<file path="config.mk">
export PLATFORM = sky130hd
export DESIGN_NAME = midori64_dec_core
export DESIGN_NICKNAME = d
export VERILOG_FILES = /design/src/rtl/midori64_dec_core.sv
export SDC_FILE = /design/constraint.sdc
export NUM_CORES = 1
export LEC_CHECK = 0
export ABC_AREA = 1
export ABC_CLOCK_PERIOD_IN_PS = 3000
export BUFFER_PORTS_ARGS = -buffer_cell sky130_fd_sc_hd__buf_2
export CAP_MARGIN = 25
export CORE_MARGIN = 8
export CORE_UTILIZATION = 30
export CTS_BUF_LIST = sky130_fd_sc_hd__clkbuf_4 sky130_fd_sc_hd__clkbuf_8 sky130_fd_sc_hd__clkbuf_16
export CTS_CLUSTER_SIZE = 24
export DETAILED_ROUTE_END_ITERATION = 8
export HOLD_SLACK_MARGIN = 0.05
export PLACE_DENSITY_LB_ADDON = 0.3
export SLEW_MARGIN = 20
export SYNTH_ARGS = -nofsm -noshare
export SYNTH_HDL_FRONTEND = slang
export SYNTH_SLANG_ARGS = --single-unit
</file>
<file path="constraint.sdc">
create_clock -name clk -period 3 [get_ports clk]
set_clock_uncertainty 0.2 [all_clocks]
set_input_delay 0.45 -clock clk [delete_from_list [all_inputs] [get_ports clk]]
set_output_delay 0.45 -clock clk [all_outputs]
set_load 0.05 [all_outputs]
</file>
<file path="src/rtl/midori64_dec_core.sv">
// midori64_dec_core: iterative Midori64-64 decryption core.
// Accepts ct/key on a valid/ready handshake, runs one inverse round per clock
// (15 rounds), then holds the plaintext until the downstream handshake completes.
// Cell c of a 64-bit word occupies bits [63-4c -: 4]; cells are column-major.
`timescale 1ns/1ps
module midori64_dec_core (
    input  logic         clk,
    input  logic         rst_n,
    input  logic         in_valid,
    output logic         in_ready,
    input  logic [63:0]  ct,
    input  logic [127:0] key,
    output logic         out_valid,
    input  logic         out_ready,
    output logic [63:0]  pt,
    output logic         busy
);

    typedef enum logic [1:0] {
        IDLE = 2'd0,
        RUN  = 2'd1,
        DONE = 2'd2
    } fsm_t;

    fsm_t        fsm;
    fsm_t        fsm_next;
    logic [63:0] st;
    logic [63:0] k0;
    logic [63:0] k1;
    logic [63:0] wk;
    logic [63:0] rk;
    logic [63:0] round_out;
    logic [3:0]  rnd;
    logic        accept;

    // Sb0 S-box; it is an involution, so encryption and decryption share it.
    function automatic logic [3:0] sb0(input logic [3:0] x);
        case (x)
            4'h0: return 4'hC;
            4'h1: return 4'hA;
            4'h2: return 4'hD;
            4'h3: return 4'h3;
            4'h4: return 4'hE;
            4'h5: return 4'hB;
            4'h6: return 4'hF;
            4'h7: return 4'h7;
            4'h8: return 4'h8;
            4'h9: return 4'h9;
            4'hA: return 4'h1;
            4'hB: return 4'h5;
            4'hC: return 4'h0;
            4'hD: return 4'h2;
            4'hE: return 4'h4;
            default: return 4'h6;
        endcase
    endfunction

    function automatic logic [63:0] sub_cell(input logic [63:0] x);
        logic [63:0] r;
        r = '0;
        for (int unsigned i = 0; i < 16; i++) begin
            r[4*i +: 4] = sb0(x[4*i +: 4]);
        end
        return r;
    endfunction

    // Each output cell is the XOR of the other three cells of its column.
    function automatic logic [63:0] mix_column(input logic [63:0] x);
        logic [63:0] r;
        logic [3:0]  a, b, c, d;
        r = '0;
        for (int unsigned j = 0; j < 4; j++) begin
            a = x[63 - 16*j -: 4];
            b = x[59 - 16*j -: 4];
            c = x[55 - 16*j -: 4];
            d = x[51 - 16*j -: 4];
            r[63 - 16*j -: 4] = b ^ c ^ d;
            r[59 - 16*j -: 4] = a ^ c ^ d;
            r[55 - 16*j -: 4] = a ^ b ^ d;
            r[51 - 16*j -: 4] = a ^ b ^ c;
        end
        return r;
    endfunction

    // Inverse of ShuffleCells: new cell i = old cell {0,7,14,9,5,2,11,12,15,8,1,6,10,13,4,3}[i].
    function automatic logic [63:0] inv_shuffle(input logic [63:0] x);
        return {x[63:60], x[35:32], x[7:4],   x[27:24],
                x[43:40], x[55:52], x[19:16], x[15:12],
                x[3:0],   x[31:28], x[59:56], x[39:36],
                x[23:20], x[11:8],  x[47:44], x[51:48]};
    endfunction

    // Round constants alpha_0..alpha_14, one bit per cell, cell 0 in bit 15.
    function automatic logic [15:0] alpha(input logic [3:0] r);
        case (r)
            4'd0:    return 16'h15B3;
            4'd1:    return 16'h78C0;
            4'd2:    return 16'hA435;
            4'd3:    return 16'h6213;
            4'd4:    return 16'h104F;
            4'd5:    return 16'hD170;
            4'd6:    return 16'h0266;
            4'd7:    return 16'h0BCC;
            4'd8:    return 16'h9481;
            4'd9:    return 16'h40B8;
            4'd10:   return 16'h7197;
            4'd11:   return 16'h228E;
            4'd12:   return 16'h5130;
            4'd13:   return 16'hF8CA;
            4'd14:   return 16'hDF90;
            default: return 16'h0000;
        endcase
    endfunction

    // Spread each constant bit into the LSB of its cell.
    function automatic logic [63:0] expand_alpha(input logic [15:0] a);
        logic [63:0] r;
        r = '0;
        for (int unsigned c = 0; c < 16; c++) begin
            r[60 - 4*c] = a[15 - c];
        end
        return r;
    endfunction

    assign wk        = k0 ^ k1;
    assign rk        = (rnd[0] ? k1 : k0) ^ expand_alpha(alpha(rnd));
    assign round_out = sub_cell(inv_shuffle(mix_column(st ^ rk)));

    assign in_ready  = rst_n && (fsm == IDLE);
    assign accept    = in_valid && in_ready;
    assign out_valid = (fsm == DONE);
    assign busy      = (fsm == RUN);

    // Control state register.
    always_ff @(posedge clk or negedge rst_n) begin
        if (!rst_n) begin
            fsm <= IDLE;
        end else begin
            fsm <= fsm_next;
        end
    end

    // Next-state decode: accept in IDLE, finish after round 0, release on out_ready.
    always_comb begin
        fsm_next = fsm;
        case (fsm)
            IDLE:    if (accept)         fsm_next = RUN;
            RUN:     if (rnd == 4'd0)    fsm_next = DONE;
            DONE:    if (out_ready)      fsm_next = IDLE;
            default:                     fsm_next = IDLE;
        endcase
    end

    // Key capture on accept, one inverse round per RUN cycle, plaintext register.
    always_ff @(posedge clk or negedge rst_n) begin
        if (!rst_n) begin
            st  <= '0;
            k0  <= '0;
            k1  <= '0;
            rnd <= '0;
            pt  <= '0;
        end else if (accept) begin
            k0  <= key[127:64];
            k1  <= key[63:0];
            st  <= sub_cell(ct ^ key[127:64] ^ key[63:0]);
            rnd <= 4'd14;
        end else if (fsm == RUN) begin
            st <= round_out;
            if (rnd != 4'd0) begin
                rnd <= rnd - 4'd1;
            end else begin
                pt <= round_out ^ wk;
            end
        end
    end

endmodule

</file>
After elaboration in Yosys (flattened, before gate mapping). Memories as Yosys holds them, arrays and structs flattened. Index checks and enable logic that the tools add are counted.

Bits in registers: 262. ROM bits: 2304. Input port bits: 196. Word-level logic and storage cells: 101. Memories: 33.

Memory list: (name not given) (depth 16, bits a word 16, read ports 1, clocked after memory_dff 0, write ports 0, line 95) `case (r)`; (name not given) (depth 16, bits a word 4, read ports 1, clocked after memory_dff 0, write ports 0, line 38) `case (x)`; (name not given) (depth 16, bits a word 4, read ports 1, clocked after memory_dff 0, write ports 0, line 38); (name not given) (depth 16, bits a word 4, read ports 1, clocked after memory_dff 0, write ports 0, line 38); (name not given) (depth 16, bits a word 4, read ports 1, clocked after memory_dff 0, write ports 0, line 38); (name not given) (depth 16, bits a word 4, read ports 1, clocked after memory_dff 0, write ports 0, line 38); +27 memories.

Add/sub/neg operators: 1. Equality and inequality tests: 5. Mux-type cells: 10. Bitwise gates (word level): 36. Reductions and logical operators: 10.

Operator list (number): $xor 64x64->64 (5); $mux 64 (3); $xor 4x4->4 (28); $xor 64x61->64 (1); $mux 4 (3); $mux 2 (3); $pmux 2 s3 (1); $reduce_and 3->1 (2); $logic_not 4->1 (1); $ne 2x1->1 const B (2); $reduce_bool 2->1 (2); $reduce_bool 4->1 (1); $sub 4x1->4 const B (1); $eq 2x1->1 const B (1); $eq 2x2->1 const B (1); $logic_and 1x1->1 (2); $logic_not 2->1 (1); $ne 2x2->1 const B (1); $not 1->1 (2); $reduce_and 2->1 (1).

Longest topological paths before layout. Gate-level depths: netlist of the first run. An unclocked memory read counts as a cell.

Depth after elaboration: 8. Gate-level depth with buffers: 21.

Least setup slack after synthesis of the first run. Ideal clock, no wire load.

Path kind: flip-flop to flip-flop. Start point: register rnd[0]. End point: register pt[62]. Arrival: 2.463 ns. Data required time: 2.682 ns. Path slack: 0.219 ns. Stages on the path, launching flop included: 19. Period minus slack after synthesis: 2.781 ns. Path through: dfrtp_1 > inv_2 > buf_2 > buf_2 > ha_1 > inv_1 > ha_1 > or2_2 > nand2_1 > xnor2_1 > nand2_1 > nand2_1 > nand2_1 > nand3_2 > nand2_1 > nand2_1 > nand2_1 > nand3_1 > nand2_1.

Word-level cells in the longest chain between the ends: 7.

Ends and longest elaborated chain: start: declaration (line 33) `logic [3:0] rnd;`; start signal: assignment (line 170) `rnd <= rnd - 4'd1;`; $mem_v2 16x16 or $mux 64 (tied branches); $xor 64x61->64 (line 126) `assign rk = (rnd[0] ? k1 : k0) ^ expand_alpha(alpha(rnd));`; $xor 64x64->64 (line 127) `assign round_out = sub_cell(inv_shuffle(mix_column(st ^ rk)));`; $xor 4x4->4 (2 in a row) (line 77) `r[63 - 16*j -: 4] = b ^ c ^ d;`; $mem_v2 16x4; $xor 64x64->64 (line 172) `pt <= round_out ^ wk;`; end signal: assignment (line 172); end: declaration (line 15) `output logic [63:0] pt,`.

Parallel ways exist; a longest one is shown, timed or not. A chain may end at the register's enable or synchronous reset.

Worst setup path after layout of the first run.
Start point: register rnd[0]. End point: register pt[43].

Word-level cells in the longest chain between the ends: 7.

Ends and longest elaborated chain: $mem_v2 16x16 or $mux 64 (tied branches); $xor 64x61->64 (line 126); $xor 64x64->64 (line 127); $xor 4x4->4 (2 in a row) (line 79) `r[55 - 16*j -: 4] = a ^ b ^ d;`; $mem_v2 16x4; $xor 64x64->64 (line 172).

Parallel ways exist; a longest one is shown, timed or not.

==> qor.txt, run 1 <==
Final setup viols -> 0
Worst setup EP type -> flip-flop
Register area share after synthesis -> 33.1%
Clock sinks -> 262
Setup TNS -> 0 ns
Initial antenna violation count -> 0
Met2 global-route usage -> 32.4%
Total Routing Usage GR -> 19.2%
Fin Hold WS -> 0.272 ns
Starting Density -> 30.2%
Critical path class -> flip-flop to flip-flop
GRT busiest layer -> met2
Yosys reg bits -> 262
Number of max-cap violations -> 0
Share of layout cells above drive strength 1 -> 11.5%
Tightest Hold Check Type -> flip-flop to flip-flop
RSZ-0062 raised after global routing -> false
Die Height -> 273 µm
Clk root buf -> clkbuf_16
Max-slew violation count -> 0
Later-pin clock latency in the skew report -> 0.56 ns
CTS max path bufs -> 3
Post-DP HPWL -> 56,000 µm
GR Util met1 -> 24.1%
CTS tree -> yes
Multi-input gate area -> 0.0119 mm²
CP Data Arrival Time -> 2.98 ns
Fill cell count -> 7,042
Standard-cell rows -> 94
Area added between synthesis and finish -> 24.8%
Final Hold Fails -> 0
RD Place Congestion -> 0.894
Placed Instances -> 4,253
GRT Residual Overflow -> 0
Antenna-violating nets left -> 0
Final layout net count -> 3,761
Vias in the first global route -> 20,300
Fin crit period -> 2.73 ns
Post-Syn Area -> 0.0198 mm²
Gate Count Post-Synth -> 3,167
Synth unique cells -> 29
Final period util -> 91.1%
Die Width -> 273 µm
Routed WL -> 73,800 µm
Critical Path RT -> 3.24 ns
Outcome -> complete, no violations
Max Clk Rate -> 366 MHz
Met3 usage -> 3.30%
Syn_nets -> 3,371
Clock slew at reported path FFs -> 0.06 ns
IO buf count -> 262
Die Footprint -> 0.0745 mm²
Largest net degree at the start of global routing -> 155
Ports -> 263
Crit Path Max Fanout -> 11
Initial DRC count -> 1,402
DRC Markers -> 0
Pre-Repair DR Iteration Count -> 5
Worst slew pin tran -> 1.07 ns
Slew Limit Headroom -> 28.4%
Vias per std cell -> 4.76
Routed len/inst -> 16.6 µm
First-pass GRT wire length -> 113,000 µm
Core Box Area -> 0.0656 mm²
Avg Cell Area, Syn -> 6.26 µm²
CP Launch Type -> flip-flop
Register area -> 0.00656 mm²
Yosys warns -> 0
Layout Cells excl Fill -> 4,447
Routed via count -> 21,200
Inserted Clock Buffers -> 35
H-tree Lvls -> 2
-- critical path, cell delays in order (launching register included) --
cell	delay (ns)
dfrtp_2	0.40
buf_4	0.19
ha_1	0.24
inv_1	0.06
nand2_1	0.12
nand2_1	0.14
nand2_1	0.06
nand2_1	0.07
nand2_1	0.05
nand2_1	0.11
inv_1	0.09
nand2_1	0.14
nand3_1	0.20
nand2_1	0.15
nand2_1	0.10
nand2_1	0.10
nand3_1	0.07
nand3_1	0.08
nand2_1	0.05
-- cell usage after synthesis, drive strengths merged --
cell       n  area [µm²]
o21a       4        30.0
clkbuf    50         188
nand2   1484        5570
buf       35         191
o21bai     1        7.51
nand3b     9        67.6
inv      285        1070
a21oi     98         490
nand4      4        25.0
dfrtp    262        6560
o31ai      1        7.51
nand3    476        2390
o21ai    124         621
or2        9        56.3
o211ai    10        75.1
ha         8         100
a22oi     15         113
nor2      70         265
xnor2     86         761
xor2     136        1230
-- flip-flops by register name, summed over array words and instances (netlist names) --
signal / cells
st: 64
fsm: 2
rnd: 4
k1: 64
k0: 64
pt: 64
-- layer usage --
layer / part of all wire, % / up-vias
met1: 44 / 9769
met4: 3.5 / 0
met2: 47 / 502
li1: - / 10800
met3: 5.0 / 116
met5: 0 / -
-- cells by family after synthesis --
| family | after synthesis | share of synthesized area (%) |
|---|---|---|
| simple gates | 2052 | 42.3 |
| flops | 262 | 33.1 |
| buf+inv | 370 | 7.31 |
| fa+ha+maj | 8 | 0.505 |
| xor+xnor | 222 | 10.0 |
| compound gates | 253 | 6.78 |
-- what timing repair did --
item                                   CTS  global route
hold buffers                           131             0
setup endpoints to repair                0            21
endpoints found under the hold margin  344             0
buffers inserted                         0             0
gates resized for setup                  0             8
-- stage by stage --
| step | util [%] | setup slack (ns) | area [µm²] |
|---|---|---|---|
| 6_report | 37.7 | 0.267 | 24700 |
| 5_1_grt | 37.7 | 0.0235 | 24700 |
| 4_1_cts | 37.6 | 0.263 | 24700 |
| 3_5_place_dp | 33.9 | 0.281 | 22300 |
| 3_3_place_gp | 33.9 | 0.285 | 22300 |
| 2_1_floorplan | - | 0.219 | 19800 |
-- area by class of cell --
class / instances / share of cell area [%]
well taps: 864 / 4.37
flip-flops and latches: 262 / 26.5
multi-input cells: 2535 / 47.9
inverters: 285 / 4.33
clock inverters: 14 / 0.572
diodes: 2 / 0.0202
clock buffers: 47 / 4.01
repair buffers: 438 / 12.3
-- path summary, 6_finish.rpt --
check / from / endpoint / slack (ns) / cells past startpoint
setup / recovery: rnd[0]$_DFFE_PN0P_ / pt[43]$_DFFE_PN0P_ / 0.27 / 18
hold / removal: pt[8]$_DFFE_PN0P_ / pt[8]$_DFFE_PN0P_ / 0.27 / 2
setup reg to reg: rnd[0]$_DFFE_PN0P_ / pt[43]$_DFFE_PN0P_ / 0.27 / 18
hold reg to reg: pt[8]$_DFFE_PN0P_ / pt[8]$_DFFE_PN0P_ / 0.27 / 2
max in group asynchronous: rst_n / k0[47]$_DFFE_PN0P_ / 0.92 / 4
min in group asynchronous: rst_n / pt[54]$_DFFE_PN0P_ / 0.34 / 3
-- layout by cell type, fill, tap and decap left out, types with 4 or more instances in the layout --
| cell type | Yosys | layout |
|---|---|---|
| a21oi_1 | 98 | 98 |
| a22oi_1 | 15 | 15 |
| buf_12 | 0 | 5 |
| buf_2 | 12 | 261 |
| buf_4 | 10 | 40 |
| clkbuf_16 | 0 | 35 |
| clkbuf_4 | 0 | 8 |
| clkbuf_8 | 0 | 4 |
| clkinv_2 | 0 | 5 |
| clkinvlp_4 | 0 | 4 |
| dfrtp_1 | 262 | 261 |
| dlygate4sd3_1 | 0 | 131 |
| ha_1 | 8 | 8 |
| inv_1 | 273 | 270 |
| inv_2 | 12 | 14 |
| nand2_1 | 1484 | 1480 |
| nand3_1 | 474 | 471 |
| nand3_2 | 2 | 5 |
| nand3b_1 | 9 | 9 |
| nand4_1 | 4 | 4 |
| nor2_1 | 69 | 67 |
| o211ai_1 | 10 | 10 |
| o21a_1 | 4 | 4 |
| o21ai_0 | 118 | 118 |
| o21ai_1 | 6 | 6 |
| or2_2 | 9 | 9 |
| xnor2_1 | 85 | 84 |
| xor2_1 | 131 | 131 |
| xor2_2 | 5 | 5 |
Power of run 1 is left out: the tool's default activity adds up to more than one toggle a clock period on the data nets, which glitch-free logic cannot reach.
==> run 2, diff against run 1 <==
--- a/config.mk
+++ b/config.mk
@@ -5,17 +5,16 @@
 export SDC_FILE = /design/constraint.sdc
 export NUM_CORES = 1
 export LEC_CHECK = 0
-export ABC_AREA = 1
 export ABC_CLOCK_PERIOD_IN_PS = 3000
 export BUFFER_PORTS_ARGS = -buffer_cell sky130_fd_sc_hd__buf_2
-export CAP_MARGIN = 25
+export CAP_MARGIN = 15
 export CORE_MARGIN = 8
 export CORE_UTILIZATION = 30
 export CTS_BUF_LIST = sky130_fd_sc_hd__clkbuf_4 sky130_fd_sc_hd__clkbuf_8 sky130_fd_sc_hd__clkbuf_16
 export CTS_CLUSTER_SIZE = 24
 export DETAILED_ROUTE_END_ITERATION = 8
 export HOLD_SLACK_MARGIN = 0.05
-export PLACE_DENSITY_LB_ADDON = 0.3
+export PLACE_DENSITY = 0.59
 export SLEW_MARGIN = 20
 export SYNTH_ARGS = -nofsm -noshare
 export SYNTH_HDL_FRONTEND = slang
==> qor.txt, run 2 <==
Max-slew violation count -> 0 (unchanged)
Internal reg-to-reg setup slack -> -0.20 ns (was 0.27 ns)
Failing checks -> setup timing
Multi-input gate area -> 0.0115 mm² (was 0.0119 mm²)
Asr flop ratio synth -> 100% (unchanged)
Worst slew pin tran -> 0.829 ns (was 1.07 ns)
Commonest non-fill, non-tap cells in the layout -> nand2_1, dfrtp_1, buf_2 (was nand2_1, nand3_1, inv_1)
Clock slew at reported path FFs -> 0.06 ns (about the same)
Final layout net count -> 2,648 (was 3,761)
Slowest cell delay on critical path -> 0.57 ns (was 0.40 ns)
CP Data Arrival Time -> 3.43 ns (was 2.98 ns)
Worst R2R Start -> rnd[0]$_DFFE_PN0P_ (unchanged)
Area fraction of the dominant cell type after synthesis -> 38.3% (was 33.1%)
Routed via count -> 15,400 (was 21,200)
Gate Count Post-Synth -> 1,878 (was 3,167)
Standard-cell rows -> 87 (was 94)
Synth unique cells -> 65 (was 29)
First-pass GRT wire length -> 90,400 µm (was 113,000 µm)
Inserted Clock Buffers -> 35 (unchanged)
Initial antenna violation count -> 0 (unchanged)
Die Width -> 255 µm (was 273 µm)
Most common cell after layout, fill and taps aside -> nand2_1 (unchanged)
Antenna-violating nets left -> 0 (unchanged)
RSZ-0062 raised after global routing -> true (was false)
Post-Syn Area -> 0.0171 mm² (was 0.0198 mm²)
Die Footprint -> 0.0650 mm² (was 0.0745 mm²)
Yosys reg bits -> 262 (unchanged)
Share of layout cells above drive strength 1 -> 32.5% (was 11.5%)
Register area -> 0.00656 mm² (about the same)
Outcome -> finished, violations left (was complete, no violations)
DRC Markers -> 0 (unchanged)
Worst path cell trace -> clkinvlp_4 -> ha_4 -> buf_4 -> mux4_2 -> xnor2_4 -> xnor3_2 -> a22o_1 -> a221o_1 (was buf_4 -> ha_1 -> inv_1 -> nand2_1 -> nand2_1 -> nand2_1 -> nand2_1 -> nand2_1 -> nand2_1 -> inv_1 -> nand2_1 -> nand3_1 -> nand2_1 -> nand2_1 -> nand2_1 -> nand3_1 -> nand3_1 -> nand2_1)
Count leader, synth -> nand2_1 (unchanged)
Worst setup EP type -> flip-flop (unchanged)
Critical path class -> flip-flop to flip-flop (unchanged)
Fill cell count -> 5,411 (was 7,042)
Clk root buf -> clkbuf_16 (unchanged)
Slew Limit Headroom -> 44.7% (was 28.4%)
Post-DP HPWL -> 43,200 µm (was 56,000 µm)
Die Height -> 255 µm (was 273 µm)
Fin crit period -> 3.20 ns (was 2.73 ns)
Register area share after synthesis -> 38.3% (was 33.1%)
Clock sinks -> 262 (unchanged)
Worst Reg-to-Reg Cells -> 8 (was 18)
Post-route cell area -> 0.0248 mm² (was 0.0247 mm²)
Crit Path Max Fanout -> 6 (was 11)
Ys flop type -> dfrtp_1 (unchanged)
GRT Residual Overflow -> 0 (unchanged)
Pre-Repair DR Iteration Count -> 5 (unchanged)
Total Routing Usage GR -> 17.8% (was 19.2%)
Starting Density -> 30.4% (was 30.2%)
Critical Path Slowest Stage Cell -> xnor3_2 (was dfrtp_2)
Top cells by instance count after synthesis -> nand2_1, dfrtp_1, xnor2_1 (was nand2_1, nand3_1, inv_1)
Vias in the first global route -> 16,100 (was 20,300)
Vias per std cell -> 4.79 (was 4.76)
Yosys top cell by area -> dfrtp_1 (unchanged)
IO buf count -> 262 (unchanged)
Later-pin clock latency in the skew report -> 0.54 ns (was 0.56 ns)
Initial DRC count -> 805 (was 1,402)
DP Area -> 0.0208 mm² (was 0.0223 mm²)
Number of max-cap violations -> 0 (unchanged)
Worst Path Buf+Inv -> 2 (was 3)
Largest cells by area after synthesis -> dfrtp_1, xnor2_1, nand2_1, xor2_1, mux2i_1 (was dfrtp_1, nand2_1, nand3_1, xor2_1, inv_1)
RD Place Congestion -> 0.851 (was 0.894)
Setup crit start -> rnd[0]$_DFFE_PN0P_ (unchanged)
Top delay family on crit path -> XOR/XNOR gates (was simple AND/OR/NAND/NOR gates)
CTS max path bufs -> 3 (unchanged)
Ports -> 263 (unchanged)
Critical path depth in cells -> 8 (was 18)
CP Launch Type -> flip-flop (unchanged)
Routed WL -> 59,900 µm (was 73,800 µm)
Tightest Hold Check Type -> primary input to asynchronous set/reset pin (was flip-flop to flip-flop)
Syn_nets -> 2,082 (was 3,371)
Number of flops mapped to enable cells by yosys -> 0 (unchanged)
Area added between synthesis and finish -> 45.1% (was 24.8%)
Final setup viols -> 90 (was 0)
Core Box Area -> 0.0564 mm² (was 0.0656 mm²)
Critical Path RT -> 3.22 ns (was 3.24 ns)
Final period util -> 107% (was 91.1%)
Largest net degree at the start of global routing -> 180 (was 155)
Final Util -> 44.1% (was 37.7%)
Final worst setup slack -> -0.204 ns (was 0.267 ns)
H-tree Lvls -> 2 (unchanged)
Yosys warns -> 0 (unchanged)
CTS tree -> yes (unchanged)
Final Hold Fails -> 0 (unchanged)
Routed len/inst -> 18.6 µm (was 16.6 µm)
Avg Cell Area, Syn -> 9.12 µm² (was 6.26 µm²)
Reg2reg end -> st[10]$_DFFE_PN0P_ (was pt[43]$_DFFE_PN0P_)
N_diodes -> 0 (was 2)
Max Clk Rate -> 312 MHz (was 366 MHz)
[run 2: routing by layer]
layer / vias to the layer above / share of wire (%) / track usage, %
li1: 7395 / - / -
met5: - / 0 / 0
met4: 0 / 3.1 / 6.53
met2: 386 / 50 / 30.6
met1: 7570 / 42 / 22.2
met3: 97 / 4.9 / 3.12
[run 2: kinds of logic after synthesis]
family / count (synthesis) / share of synthesized area, %
and+or+nand+nor: 654 / 15.0
buffers and inverters: 98 / 2.61
xor gates and xnor gates: 428 / 25.3
AOI/OAI and AO/OA: 345 / 13.0
adders and majority gates: 14 / 0.943
muxes: 77 / 4.82
DFF: 262 / 38.3
[run 2: worst register-to-register path, stage by stage (launching register included)]
cell	delay [ns]
dfrtp_4	0.50
clkinvlp_4	0.12
ha_4	0.22
buf_4	0.14
mux4_2	0.51
xnor2_4	0.24
xnor3_2	0.57
a22o_1	0.28
a221o_1	0.30
[run 2: timing repair]
item | in CTS | in global routing
hold buffers | 130 | 0
endpoints found under the setup margin | 123 | 125
endpoints found under the hold margin | 150 | 0
gates cloned | 1 | 0
resized for setup | 142 | 108
pin swaps | 72 | 69
setup buffers | 18 | 11
[run 2: worst max path at each step]
stage	endpoint	slack [ns]
6_report	st[10]$_DFFE_PN0P_	-0.20
5_1_grt	st[50]$_DFFE_PN0P_	-0.29
4_1_cts	st[54]$_DFFE_PN0P_	-0.18
3_5_place_dp	pt[54]$_DFFE_PN0P_	-0.31
3_3_place_gp	pt[54]$_DFFE_PN0P_	-0.27
2_1_floorplan	pt[49]$_DFFE_PN0P_	-0.22
[run 2: stage by stage]
stage / TNS, ns / cells / hold WS [ns] / worst slack, ns
floorplan: -3.61 / 1878 / -0.0456 / -0.216
global placement: -10.85 / 3005 / 0.111 / -0.271
detailed placement: -14.14 / 3006 / 0.112 / -0.309
CTS: -5.81 / 3213 / 0.138 / -0.176
global route: -16.90 / 3224 / 0.162 / -0.293
finish: -6.71 / 3224 / 0.144 / -0.204
[run 2: final cells by class]
cell class / count / share of cell area [%]
Clock inverter: 13 / 0.796
Clock buffer: 48 / 4.21
Tap cell: 756 / 3.81
Sequential cell: 262 / 26.4
Timing Repair Buffer: 608 / 18.3
Multi-Input combinational cell: 1518 / 46.2
Inverter: 19 / 0.302
Power of run 2 is left out for the same reason.
==> run 3, diff against run 2 <==
--- a/config.mk
+++ b/config.mk
@@ -5,7 +5,8 @@
 export SDC_FILE = /design/constraint.sdc
 export NUM_CORES = 1
 export LEC_CHECK = 0
-export ABC_CLOCK_PERIOD_IN_PS = 3000
+export ABC_AREA = 1
+export ABC_CLOCK_PERIOD_IN_PS = 3500
 export BUFFER_PORTS_ARGS = -buffer_cell sky130_fd_sc_hd__buf_2
 export CAP_MARGIN = 15
 export CORE_MARGIN = 8
@@ -14,7 +15,7 @@
 export CTS_CLUSTER_SIZE = 24
 export DETAILED_ROUTE_END_ITERATION = 8
 export HOLD_SLACK_MARGIN = 0.05
-export PLACE_DENSITY = 0.59
+export PLACE_DENSITY = 0.57
 export SLEW_MARGIN = 20
 export SYNTH_ARGS = -nofsm -noshare
 export SYNTH_HDL_FRONTEND = slang
==> constraint.sdc (replaced) <==
create_clock -name clk -period 3.5 [get_ports clk]
set_clock_uncertainty 0.2 [all_clocks]
set_input_delay 0.525 -clock clk [delete_from_list [all_inputs] [get_ports clk]]
set_output_delay 0.525 -clock clk [all_outputs]
set_load 0.05 [all_outputs]
==> qor.txt, run 3 (synthesis results as in run 1) <==
Outcome -> complete, no violations (was finished, violations left)
Later-pin clock latency in the skew report -> 0.55 ns (was 0.54 ns)
RD Place Congestion -> 0.884 (was 0.851)
Worst R2R Start -> rnd[0]$_DFFE_PN0P_ (unchanged)
Share of layout cells above drive strength 1 -> 10.9% (was 32.5%)
Final setup viols -> 0 (was 90)
Max Clk Rate -> 333 MHz (was 312 MHz)
Total Routing Usage GR -> 19.3% (was 17.8%)
Initial DRC count -> 1,381 (was 805)
CTS tree -> yes (unchanged)
Crit Path Max Fanout -> 31 (was 6)
Vias in the first global route -> 20,200 (was 16,100)
Ports -> 263 (unchanged)
Inserted Clock Buffers -> 35 (unchanged)
N_diodes -> 0 (unchanged)
Fin crit period -> 3.01 ns (was 3.20 ns)
GRT Residual Overflow -> 0 (unchanged)
CP Launch Type -> flip-flop (unchanged)
Antenna-violating nets left -> 0 (unchanged)
# hold bufs at CTS -> 91 (was 130)
CTS max path bufs -> 3 (unchanged)
Pre-Repair DR Iteration Count -> 5 (unchanged)
Final layout net count -> 3,703 (was 2,648)
Final period util -> 85.9% (was 107%)
Clock slew at reported path FFs -> 0.06 ns (about the same)
CP Data Arrival Time -> 3.23 ns (was 3.43 ns)
Area added between synthesis and finish -> 22.1% (was 45.1%)
Commonest non-fill, non-tap cells in the layout -> nand2_1, nand3_1, inv_1 (was nand2_1, dfrtp_1, buf_2)
Clock sinks -> 262 (unchanged)
Met3 wire length -> 3800 µm (was 2950 µm)
Number of max-cap violations -> 0 (unchanged)
Worst setup EP type -> flip-flop (unchanged)
Hold Path Cell Cnt -> 3
Die Footprint -> 0.0745 mm² (was 0.0650 mm²)
Starting Density -> 30.2% (was 30.4%)
Clk root buf -> clkbuf_16 (unchanged)
Reg2reg end -> pt[41]$_DFFE_PN0P_ (was st[10]$_DFFE_PN0P_)
Die Height -> 273 µm (was 255 µm)
DRC Markers -> 0 (unchanged)
Initial antenna violation count -> 0 (unchanged)
First-pass GRT wire length -> 114,000 µm (was 90,400 µm)
Most common cell after layout, fill and taps aside -> nand2_1 (unchanged)
Internal reg-to-reg setup slack -> 0.49 ns (was -0.20 ns)
Die Width -> 273 µm (was 255 µm)
Post-DP HPWL -> 55,700 µm (was 43,200 µm)
IO buf count -> 262 (unchanged)
Slew Limit Headroom -> 34.9% (was 44.7%)
Max-slew violation count -> 0 (unchanged)
Routed len/inst -> 16.8 µm (was 18.6 µm)
Hold Crit Start -> key[0]
Top sig layer -> met4 (unchanged)
Min-Delay Endpoint -> k1[0]$_DFFE_PN0P_
DR WL met2 -> 35,200 µm (was 29,700 µm)
H-tree Lvls -> 2 (unchanged)
RSZ-0062 raised after global routing -> false (was true)
Final Hold Fails -> 0 (unchanged)
Critical Path RT -> 3.72 ns (was 3.22 ns)
Largest net degree at the start of global routing -> 146 (was 180)
Core Box Area -> 0.0656 mm² (was 0.0564 mm²)
Critical path class -> flip-flop to flip-flop (unchanged)
PostCTS Resize Cnt -> 0 (was 142)
Routed via count -> 21,000 (was 15,400)
Met1 wire length -> 32,200 µm (was 25,400 µm)
Tightest Hold Check Type -> primary input to flip-flop (was primary input to asynchronous set/reset pin)
Post-CTS Setup Inserts -> 0 (was 18)
Fill cell count -> 7,114 (was 5,411)
Routed WL -> 73,500 µm (was 59,900 µm)
Fin Hold WS -> 0.0615 ns (was 0.144 ns)
Standard-cell rows -> 94 (was 87)
Worst Reg-to-Reg Cells -> 17 (was 8)
Worst slew pin tran -> 0.977 ns (was 0.829 ns)
Setup TNS -> 0 ns (was -6.71 ns)
Vias per std cell -> 4.80 (was 4.79)
==> run 3: worst max-delay path: stages (launching register included) <==
cell,delay [ns]
dfrtp_2,0.45
inv_2,0.14
buf_4,0.41
nand2_1,0.16
nand2_1,0.13
nand2_1,0.06
nand2_1,0.10
nand2_1,0.05
nand2_1,0.12
inv_1,0.09
nand2_1,0.13
nand3_1,0.22
nand2_1,0.16
nand3_1,0.16
nand2_1,0.11
nand2_1,0.05
nand3_1,0.06
nand2_1,0.05
==> run 3: area by class of cell <==
cell class / count / area (µm²) / area share, %
multi-input combinational: 2535 / 11800 / 48.9
sequential: 262 / 6560 / 27.1
timing repair buffer: 380 / 2500 / 10.3
tap: 864 / 1080 / 4.47
inverter: 285 / 1070 / 4.43
clock buffer: 47 / 1030 / 4.24
clock inverter: 10 / 133 / 0.548
==> run 3: worst max path at each step <==
stage                                  start                  to  slack, ns
final                     rnd[0]$_DFFE_PN0P_  pt[41]$_DFFE_PN0P_       0.49
after global routing      rnd[0]$_DFFE_PN0P_  pt[15]$_DFFE_PN0P_       0.23
after CTS                 rnd[0]$_DFFE_PN0P_  pt[13]$_DFFE_PN0P_       0.55
after detailed placement  rnd[0]$_DFFE_PN0P_  pt[13]$_DFFE_PN0P_       0.57
after global placement    rnd[0]$_DFFE_PN0P_  pt[15]$_DFFE_PN0P_       0.59
after floorplan           rnd[0]$_DFFE_PN0P_  pt[62]$_DFFE_PN0P_       0.72
==> run 3: layer usage <==
metal | track usage [%] | vias up
li1 | - | 10700
met1 | 24.5 | 9733
met2 | 33.1 | 518
met3 | 3.07 | 117
met4 | 6.26 | 0
met5 | 0 | -
==> run 3: through the flow <==
step	cell area [µm²]	std cells	worst slack (ns)	utilization, %
2_1_floorplan	19800	3167	0.719	-
3_5_place_dp	22100	4235	0.568	33.7
5_1_grt	24200	4383	0.231	36.9
3_3_place_gp	22100	4235	0.587	33.7
4_1_cts	24200	4383	0.554	36.9
6_report	24200	4383	0.494	36.9
Power of run 3 is left out for the same reason.
